===== src/rtl/updown_counter_ctl.sv =====
// Purpose  : parametrised up/down counter with programmable limit, load, and
//            WRAP / SAT / ONESHOT / PINGPONG modes, registered tc pulse and done flag.
// Latency  : one cycle; count/tc/done/dir update on the clk edge that samples the tick or load.
// Backpress: none; the counter reacts to every qualified tick, and a load always wins over a tick.
//
// Ports:
//   clk, rst         clock (rising edge), asynchronous active-high reset
//   en               count enable (feeds the prescaler when it is built in)
//   select           direction request, 1=up; ignored in PINGPONG except on load
//   load, load_val   synchronous load; value is clamped to limit
//   limit            inclusive upper bound; lower bound is always 0
//   mode             00=WRAP 01=SAT 10=ONESHOT 11=PINGPONG
//   prediv           prescale divide-minus-one (only with COUNTER_PRESCALE_EN)
//   count, tc, done, dir   registered outputs
//
// Optional feature macro: COUNTER_PRESCALE_EN adds a PRE_BITS-wide prescaler and
// the prediv port; without it every enabled cycle is a tick.

module updown_counter_ctl #(
  parameter int BITS     = 8,
  parameter int PRE_BITS = 4
) (
  input  logic                clk,
  input  logic                rst,
  input  logic                en,
  input  logic                select,
  input  logic                load,
  input  logic [BITS-1:0]     load_val,
  input  logic [BITS-1:0]     limit,
  input  logic [1:0]          mode,
`ifdef COUNTER_PRESCALE_EN
  input  logic [PRE_BITS-1:0] prediv,
`endif
  output logic [BITS-1:0]     count,
  output logic                tc,
  output logic                done,
  output logic                dir
);

  localparam logic [1:0] MODE_WRAP    = 2'b00;
  localparam logic [1:0] MODE_SAT     = 2'b01;
  localparam logic [1:0] MODE_ONESHOT = 2'b10;
  localparam logic [1:0] MODE_PP      = 2'b11;

  localparam logic [BITS-1:0] ONE = BITS'(1);

  if (BITS < 2 || BITS > 16 || PRE_BITS < 1) begin : g_param_check
    $error("updown_counter_ctl: BITS must be 2..16 and PRE_BITS at least 1");
  end

  logic [BITS-1:0] count_q, count_d;
  logic            tc_q, tc_d;
  logic            done_q, done_d;
  logic            dir_q, dir_d;
  logic            tick;

  // ------------------------------------------------------------------
  // Tick generation
  // ------------------------------------------------------------------
`ifdef COUNTER_PRESCALE_EN
  localparam logic [PRE_BITS-1:0] PRE_ONE = PRE_BITS'(1);

  logic [PRE_BITS-1:0] pre_q, pre_d;
  logic                pre_strobe;

  // The >= compare keeps the prescaler from running the long way round
  // if prediv is lowered below the current phase.
  always_comb begin
    pre_d      = pre_q;
    pre_strobe = 1'b0;
    if (load) begin
      pre_d = '0;
    end else if (en) begin
      if (pre_q >= prediv) begin
        pre_strobe = 1'b1;
        pre_d      = '0;
      end else begin
        pre_d = pre_q + PRE_ONE;
      end
    end
  end

  always_ff @(posedge clk or posedge rst) begin
    if (rst) begin
      pre_q <= '0;
    end else begin
      pre_q <= pre_d;
    end
  end

  assign tick = pre_strobe;
`else
  assign tick = en;
`endif

  // ------------------------------------------------------------------
  // Shared step helpers
  // ------------------------------------------------------------------
  logic            at_top, at_bot, step_up;
  logic [BITS-1:0] cnt_inc, cnt_dec, dec_clamped, lim_m1, pp_low;
  logic [BITS-1:0] sat_cnt;
  logic            sat_tc;

  // ">=" so a limit lowered beneath the current count still counts as top.
  assign at_top  = (count_q >= limit);
  assign at_bot  = (count_q == '0);
  assign cnt_inc = count_q + ONE;
  assign cnt_dec = count_q - ONE;
  // A down step from above a freshly lowered limit lands on the limit.
  assign dec_clamped = (cnt_dec > limit) ? limit : cnt_dec;
  // Ping-pong reflection targets collapse to 0 when the range is empty.
  assign lim_m1  = (limit == '0) ? '0 : (limit - ONE);
  assign pp_low  = (limit == '0) ? '0 : ONE;
  assign step_up = (mode == MODE_PP) ? dir_q : select;

  // Saturating step, shared by SAT and ONESHOT. tc marks the landing tick only.
  always_comb begin
    sat_cnt = count_q;
    sat_tc  = 1'b0;
    if (step_up) begin
      if (at_top) begin
        sat_cnt = limit;
      end else begin
        sat_cnt = cnt_inc;
        sat_tc  = (cnt_inc == limit);
      end
    end else begin
      if (at_bot) begin
        sat_cnt = '0;
      end else begin
        sat_cnt = dec_clamped;
        sat_tc  = (dec_clamped == '0);
      end
    end
  end

  // ------------------------------------------------------------------
  // Next-state logic: load beats tick; done is sticky across mode changes
  // ------------------------------------------------------------------
  always_comb begin
    count_d = count_q;
    tc_d    = 1'b0;
    done_d  = done_q;
    dir_d   = (mode == MODE_PP) ? dir_q : select;

    if (load) begin
      count_d = (load_val > limit) ? limit : load_val;
      done_d  = 1'b0;
      dir_d   = select;
    end else if (tick) begin
      case (mode)
        MODE_WRAP: begin
          if (select) begin
            if (at_top) begin
              count_d = '0;
              tc_d    = 1'b1;
            end else begin
              count_d = cnt_inc;
            end
          end else begin
            if (at_bot) begin
              count_d = limit;
              tc_d    = 1'b1;
            end else begin
              count_d = dec_clamped;
            end
          end
        end
        MODE_SAT: begin
          count_d = sat_cnt;
          tc_d    = sat_tc;
        end
        MODE_ONESHOT: begin
          if (done_q) begin
            // Finished: hold, but never sit above a lowered limit.
            count_d = at_top ? limit : count_q;
          end else begin
            count_d = sat_cnt;
            tc_d    = sat_tc;
            done_d  = sat_tc;
          end
        end
        MODE_PP: begin
          if (dir_q && at_top) begin
            count_d = lim_m1;
            dir_d   = 1'b0;
            tc_d    = 1'b1;
          end else if (!dir_q && at_bot) begin
            count_d = pp_low;
            dir_d   = 1'b1;
            tc_d    = 1'b1;
          end else begin
            count_d = dir_q ? cnt_inc : dec_clamped;
          end
        end
      endcase
    end
  end

  always_ff @(posedge clk or posedge rst) begin
    if (rst) begin
      count_q <= '0;
      tc_q    <= 1'b0;
      done_q  <= 1'b0;
      dir_q   <= 1'b1;
    end else begin
      count_q <= count_d;
      tc_q    <= tc_d;
      done_q  <= done_d;
      dir_q   <= dir_d;
    end
  end

  assign count = count_q;
  assign tc    = tc_q;
  assign done  = done_q;
  assign dir   = dir_q;

endmodule


===== config.mk =====
export PLATFORM = sky130hd
export DESIGN_NAME = updown_counter_ctl
export DESIGN_NICKNAME = d
export VERILOG_FILES = /design/src/rtl/updown_counter_ctl.sv
export SDC_FILE = /design/constraint.sdc
export NUM_CORES = 1
export LEC_CHECK = 0
export ABC_CLOCK_PERIOD_IN_PS = 6250
export CAP_MARGIN = 20
export CORE_ASPECT_RATIO = 2
export CORE_MARGIN = 1.5
export CORE_UTILIZATION = 25
export CTS_CLUSTER_SIZE = 10
export DETAILED_ROUTE_END_ITERATION = 7
export PLACE_DENSITY_LB_ADDON = 0.08
export SLEW_MARGIN = 20
export SYNTH_ARGS = -nofsm -noshare
export SYNTH_HDL_FRONTEND = slang
export SYNTH_SLANG_ARGS = --single-unit

===== constraint.sdc =====
create_clock -name clk -period 6.25 [get_ports clk]
set_input_delay 1.25 -clock clk [delete_from_list [all_inputs] [get_ports clk]]
set_output_delay 1.25 -clock clk [all_outputs]
set_load 0.05 [all_outputs]

# Word-level counts from Yosys, hierarchy flattened
# Index checks and enable logic that the tools add are counted.
op_classes:
  n_addsub: 3
  n_mul: 0
  div: 0
  magnitude_cmp: 3
  eq_ne: 5
  shifts: 0
  mux: 40
  bitwise_logic: 0
  n_reduce_logical: 11
ops:
  columns: ["op", "count"]
  rows:
  - ["two-way mux 8 bit", 16]
  - ["case mux 8 bit (4 select lines)", 1]
  - ["logical NOT 8 bit", 3]
  - ["two-way mux 1 bit", 22]
  - ["greater-than comparator 8 bit", 2]
  - ["subtractor 8 x 1 -> 8 bit, second input constant", 2]
  - ["adder 8 x 1 -> 8 bit, second input constant", 1]
  - ["== test 8 bit", 1]
  - ["greater-or-equal comparator 8 bit", 1]
  - ["== test 2 bit, second input constant", 2]
  - ["inequality test 4 bit, second input constant", 1]
  - ["case mux 1 bit (4 select lines)", 1]
  - ["AND reduction 2 bit", 2]
  - ["nonzero test 2 bit", 2]
  - ["== test 2 x 1 -> 1 bit, second input constant", 1]
  - ["logical AND 1 bit", 2]
  - ["logical NOT 2 bit", 1]
  - ["logical NOT 1 bit", 1]
totals:
  regBits: 11
  latch_bits: 0
  ram_bits: 0
  rom_bits: 0
  in_bits: 23
  output_inout_bits: 11
  memories: 0

# Depth between registers and ports, before layout
logic_depth:
  ltp_word: 10
  ltp_mapped: 15

# Worst setup path after synthesis
# OpenSTA, ideal clock, no wires.
synth_timing:
  kind: "register -> register"
  from: "register count_q[0] (netlist: count[0])"
  to: "register count_q[6] (netlist: count[6])"
  arrival_ns: 3.640
  t_required_ns: 6.130
  path_slack_ns: 2.490
  stages_incl_launch_ff: 16
  n_path_buf: 2
  path_cell_list: "dfrtp_1 > buf_4 > inv_1 > ha_1 > nor3b_1 > nor3b_1 > xnor2_1 > ha_1 > nand4_2 > and2b_2 > a211oi_4 > or2_1 > buf_2 > a211o_1 > a211o_1 > and3_1"
synth_via:
  elab_chain_len: 9
  elab_cells_between_ends: 23
  classes_between: "add/sub: 2; order compare: 2; eq/ne: 1; mux: 14; reduce/logical: 4"
synth_rtl:
  columns: ["item", "line", "text"]
  rows:
  - ["from (decl)", "51", "logic [BITS-1:0] count_q, count_d;"]
  - ["from (signal assigned)", "207", "count_q <= count_d;"]
  - ["subtractor 8 x 1 -> 8 bit", "108", "assign cnt_dec = count_q - ONE;"]
  - ["greater-than comparator 8 bit", "110", "assign dec_clamped = (cnt_dec > limit) ? limit : cnt_dec;"]
  - ["two-way mux 8 bit", "110", null]
  - ["two-way mux 8 bit, on equally long branches", "193, 128", null]
  - ["two-way mux 8 bit, on equally long branches", "188, 120", null]
  - ["two-way mux 8 bit, on equally long branches", "184, 174", null]
  - ["case mux 8 bit (4 select lines)", "151", "case (mode)"]
  - ["two-way mux 8 bit", "150", "end else if (tick) begin"]
  - ["two-way mux 8 bit", "146", "if (load) begin"]
# Several ways; a longest one is shown, not always the timed one. The select of a mux whose other input is x is not followed.
# A chain may end at the register's enable or synchronous reset.

# Worst setup path in the final report
layout_timing:
  from: "input port limit[0]"
  to: "register count_q[1] (netlist: count[1])"
layout_via:
  elab_chain_len: 8
  elab_cells_between_ends: 24
  classes_between: "add/sub: 1; order compare: 3; eq/ne: 1; mux: 16; reduce/logical: 3"
layout_rtl:
  columns: ["item", "line", "text"]
  rows:
  - ["from (decl)", "29", "input logic [BITS-1:0] limit,"]
  - ["greater-than comparator 8 bit", "110", null]
  - ["two-way mux 8 bit", "110", null]
  - ["two-way mux 8 bit, on equally long branches", "193, 128", null]
  - ["two-way mux 8 bit, on equally long branches", "188, 120", null]
  - ["two-way mux 8 bit, on equally long branches", "184, 174", null]
  - ["case mux 8 bit (4 select lines)", "151", null]
  - ["two-way mux 8 bit", "150", null]
  - ["two-way mux 8 bit", "146", null]
# Several ways; a longest one is shown, not always the timed one. The select of a mux whose other input is x is not followed.

==> reports/results.ini <==
[place]
dp.cells = 528
detailed_place_hpwl_microns = 10500
gp_congestion = 0.904
portBuffers = 33
dpl_cell_area_sq_mm = 0.00318

[sta]
rsz0062_at_grt = false
skew_ns = 0.00321
max_slew_margin_pct = 33.8
period_share_pct = 76.1
period_minus_slack_ns = 4.76
finalHoldViolations = 0
fmax_mhz = 210
setup_viol = 0
tightest_slew_ns = 0.993
fin_tns_setup_ns = 0
maxSlewViolCount = 0

[clock_tree]
clock-root-buffer = clkbuf_16
clkTransAtPathRegs_ns = 0.05
cts_tree = built
numCtsBuffers = 3
clockBufferDepth = 2
cts_hold_buf = 0
cts_setup_buffers = 0
worstSkewPairLatency_ns = 0.26
post_cts_resized = 0
htree_levels = 1
cts.sinks = 11

[yosys]
synth_nets = 430
yosysSeqAreaShare_pct = 9.95
synth-edff-count = 0
synth_flop_cell = dfrtp_1
async_flop_share_pct = 100
synth_area_sq_mm = 0.00278
netlist_instances = 378
ys_ff_latch = 11
ys_types = 74
yosysWarnings = 0
synth.avg_cell_area_sq_um = 7.35

[cells_and_area]
area_growth_pct = 17.1
final_common_cell = nand2_1
final_cells = 532
final_net_count = 445
insertedDiodeCount = 0
nFillCells = 1211
seqCellArea_sq_um = 277
layout_common_cells = 40 x nand2_1, 33 x clkdlybuf4s50_1, 29 x ha_1
multi_input_area_sq_mm = 0.00230
postLayoutCellArea_sq_mm = 0.00326
drive_gt1_share_pct = 6.89

[detailed_routing]
ant_nets = 0
wire_per_inst_microns = 24.6
met1_length_microns = 4620
wl_met2_microns = 7210
first_iter_violations = 135
dr.max_layer_used = met4
routed_wl_microns = 13100
dr_wl_met3_microns = 402
first_pass_iters = 4
via_per_inst = 5.85
vias = 3110
drc = 0

[critical_path]
crit_path_max_fanout = 27
arrival_ns = 4.90
cp-end-kind = flop
critPathKind = in -> reg
start_kind = input pin
critPathRequiredTime_ns = 6.39
rrSetupSlack_ns = 1.76

[global_routing]
antenna_found_initial = 0
grt_pass1_vias = 3267
grt_start_max_net_pins = 28
grt.total_usage_pct = 22.6
grt_first_pass_wirelength_microns = 19700
grt-ovfl-total = 0

[die]
coreArea_sq_mm = 0.0109
die_area_sq_mm = 0.0118
initial_core_util_pct = 25.6
die_y_microns = 152
rows = 54
boundaryPins = 34
die_w_microns = 77.6

[pwr]
p_leak_uw = 0.00128
vdd_drop_max_uv = 101
p_per_area_mw_per_mm2 = 254

[hold_path]
hp-class = reg -> reg

[outcome]
status = finished, final reports clean

[job]
drv_cap = 0

## power breakdown
part	total [uW]	switching, uW	leakage [uW]	internal [uW]
clock network	131	44.2	0.0000382	86.7
registers	126	43.8	0.000134	82.2
logic	572	366	0.00110	205
total	829	454	0.00128	374
## state kept, by name, summed over array words and instances (netlist names)
name and cells:
done 1, dir 1, count 8, tc 1
## final cells by class
cell class,count,area share (%)
clock buffer,4,2.42
inverter,18,2.08
multi-input combinational,323,70.8
sequential,11,8.49
tap,140,5.38
timing repair buffer,36,10.8
## worst paths after layout
check,startpoint,end,depth (start not counted)
max,limit[0],count[1],9
min,dir,dir,2
max reg2reg,count[0],count[5],13
min reg2reg,dir,dir,2
max in group asynchronous,rst,dir,2
min in group asynchronous,rst,tc,2
## metrics by stage
step	hold WS [ns]	utilization (%)	setup WS (ns)	total power [uW]
floorplan	0.676	-	2.49	511
finish	0.604	29.9	1.49	829
global route	0.635	29.9	1.30	874
CTS	0.606	29.9	1.57	826
detailed placement	0.598	29.2	1.30	693
global placement	0.604	29.2	1.33	699
## cells in the mapped netlist (3+ instances only)
master	count	share of area [%]
and3_1	8	1.8
o21a_1	4	1.1
a22oi_1	3	0.81
a21o_1	3	0.81
a21oi_1	24	4.3
o22ai_1	3	0.68
inv_1	17	2.3
nor4_1	6	1.4
dfrtp_1	10	9.0
xor2_1	6	1.9
clkbuf_1	13	1.8
a211o_1	6	1.9
nand3_1	20	3.6
a31o_1	4	1.3
ha_1	29	13
o21ai_1	6	1.1
buf_2	6	1.1
mux2i_1	10	3.6
buf_4	5	1.4
nor3b_1	3	0.81
a31oi_1	5	1.1
nand2_1	40	5.4
o211ai_1	9	2.4
nor2_1	20	2.7
nor3_1	16	2.9
nor2b_1	5	1.1
a311oi_1	4	1.3
o21ai_0	10	1.8
xnor2_1	16	5.0
nand2b_1	4	0.90
nand4_1	5	1.1
or3_1	5	1.1
## per-layer routing
| layer | track usage, % | up-vias |
|---|---|---|
| li1 | - | 1440 |
| met1 | 23.0 | 1538 |
| met2 | 42.4 | 96 |
| met3 | 1.56 | 36 |
| met4 | 15.2 | 0 |
| met5 | 0 | - |
## worst max-delay path: stages
cell             delay [ns]
clkdlybuf4s50_1        0.80
ha_1                   0.35
nand2b_4               0.16
a2111oi_4              0.41
o21a_1                 0.85
nor2_1                 0.22
a211oi_1               0.42
o2111ai_1              0.18
a31o_1                 0.26
## kinds of logic (layout without fill, tap and decap cells)
family,count (synthesis),in the layout,share of synthesized area [%]
AND/OR/NAND/NOR,152,152,29.3
buffers and inverters,44,58,7.16
adder cells (fa/ha/maj),29,29,13.1
AO/OA/AOI/OAI,106,106,28.2
XOR/XNOR,23,23,7.52
multiplexers,13,13,4.82
flip-flops,11,11,9.95
Note: power is estimated with default switching activity, not from simulation.
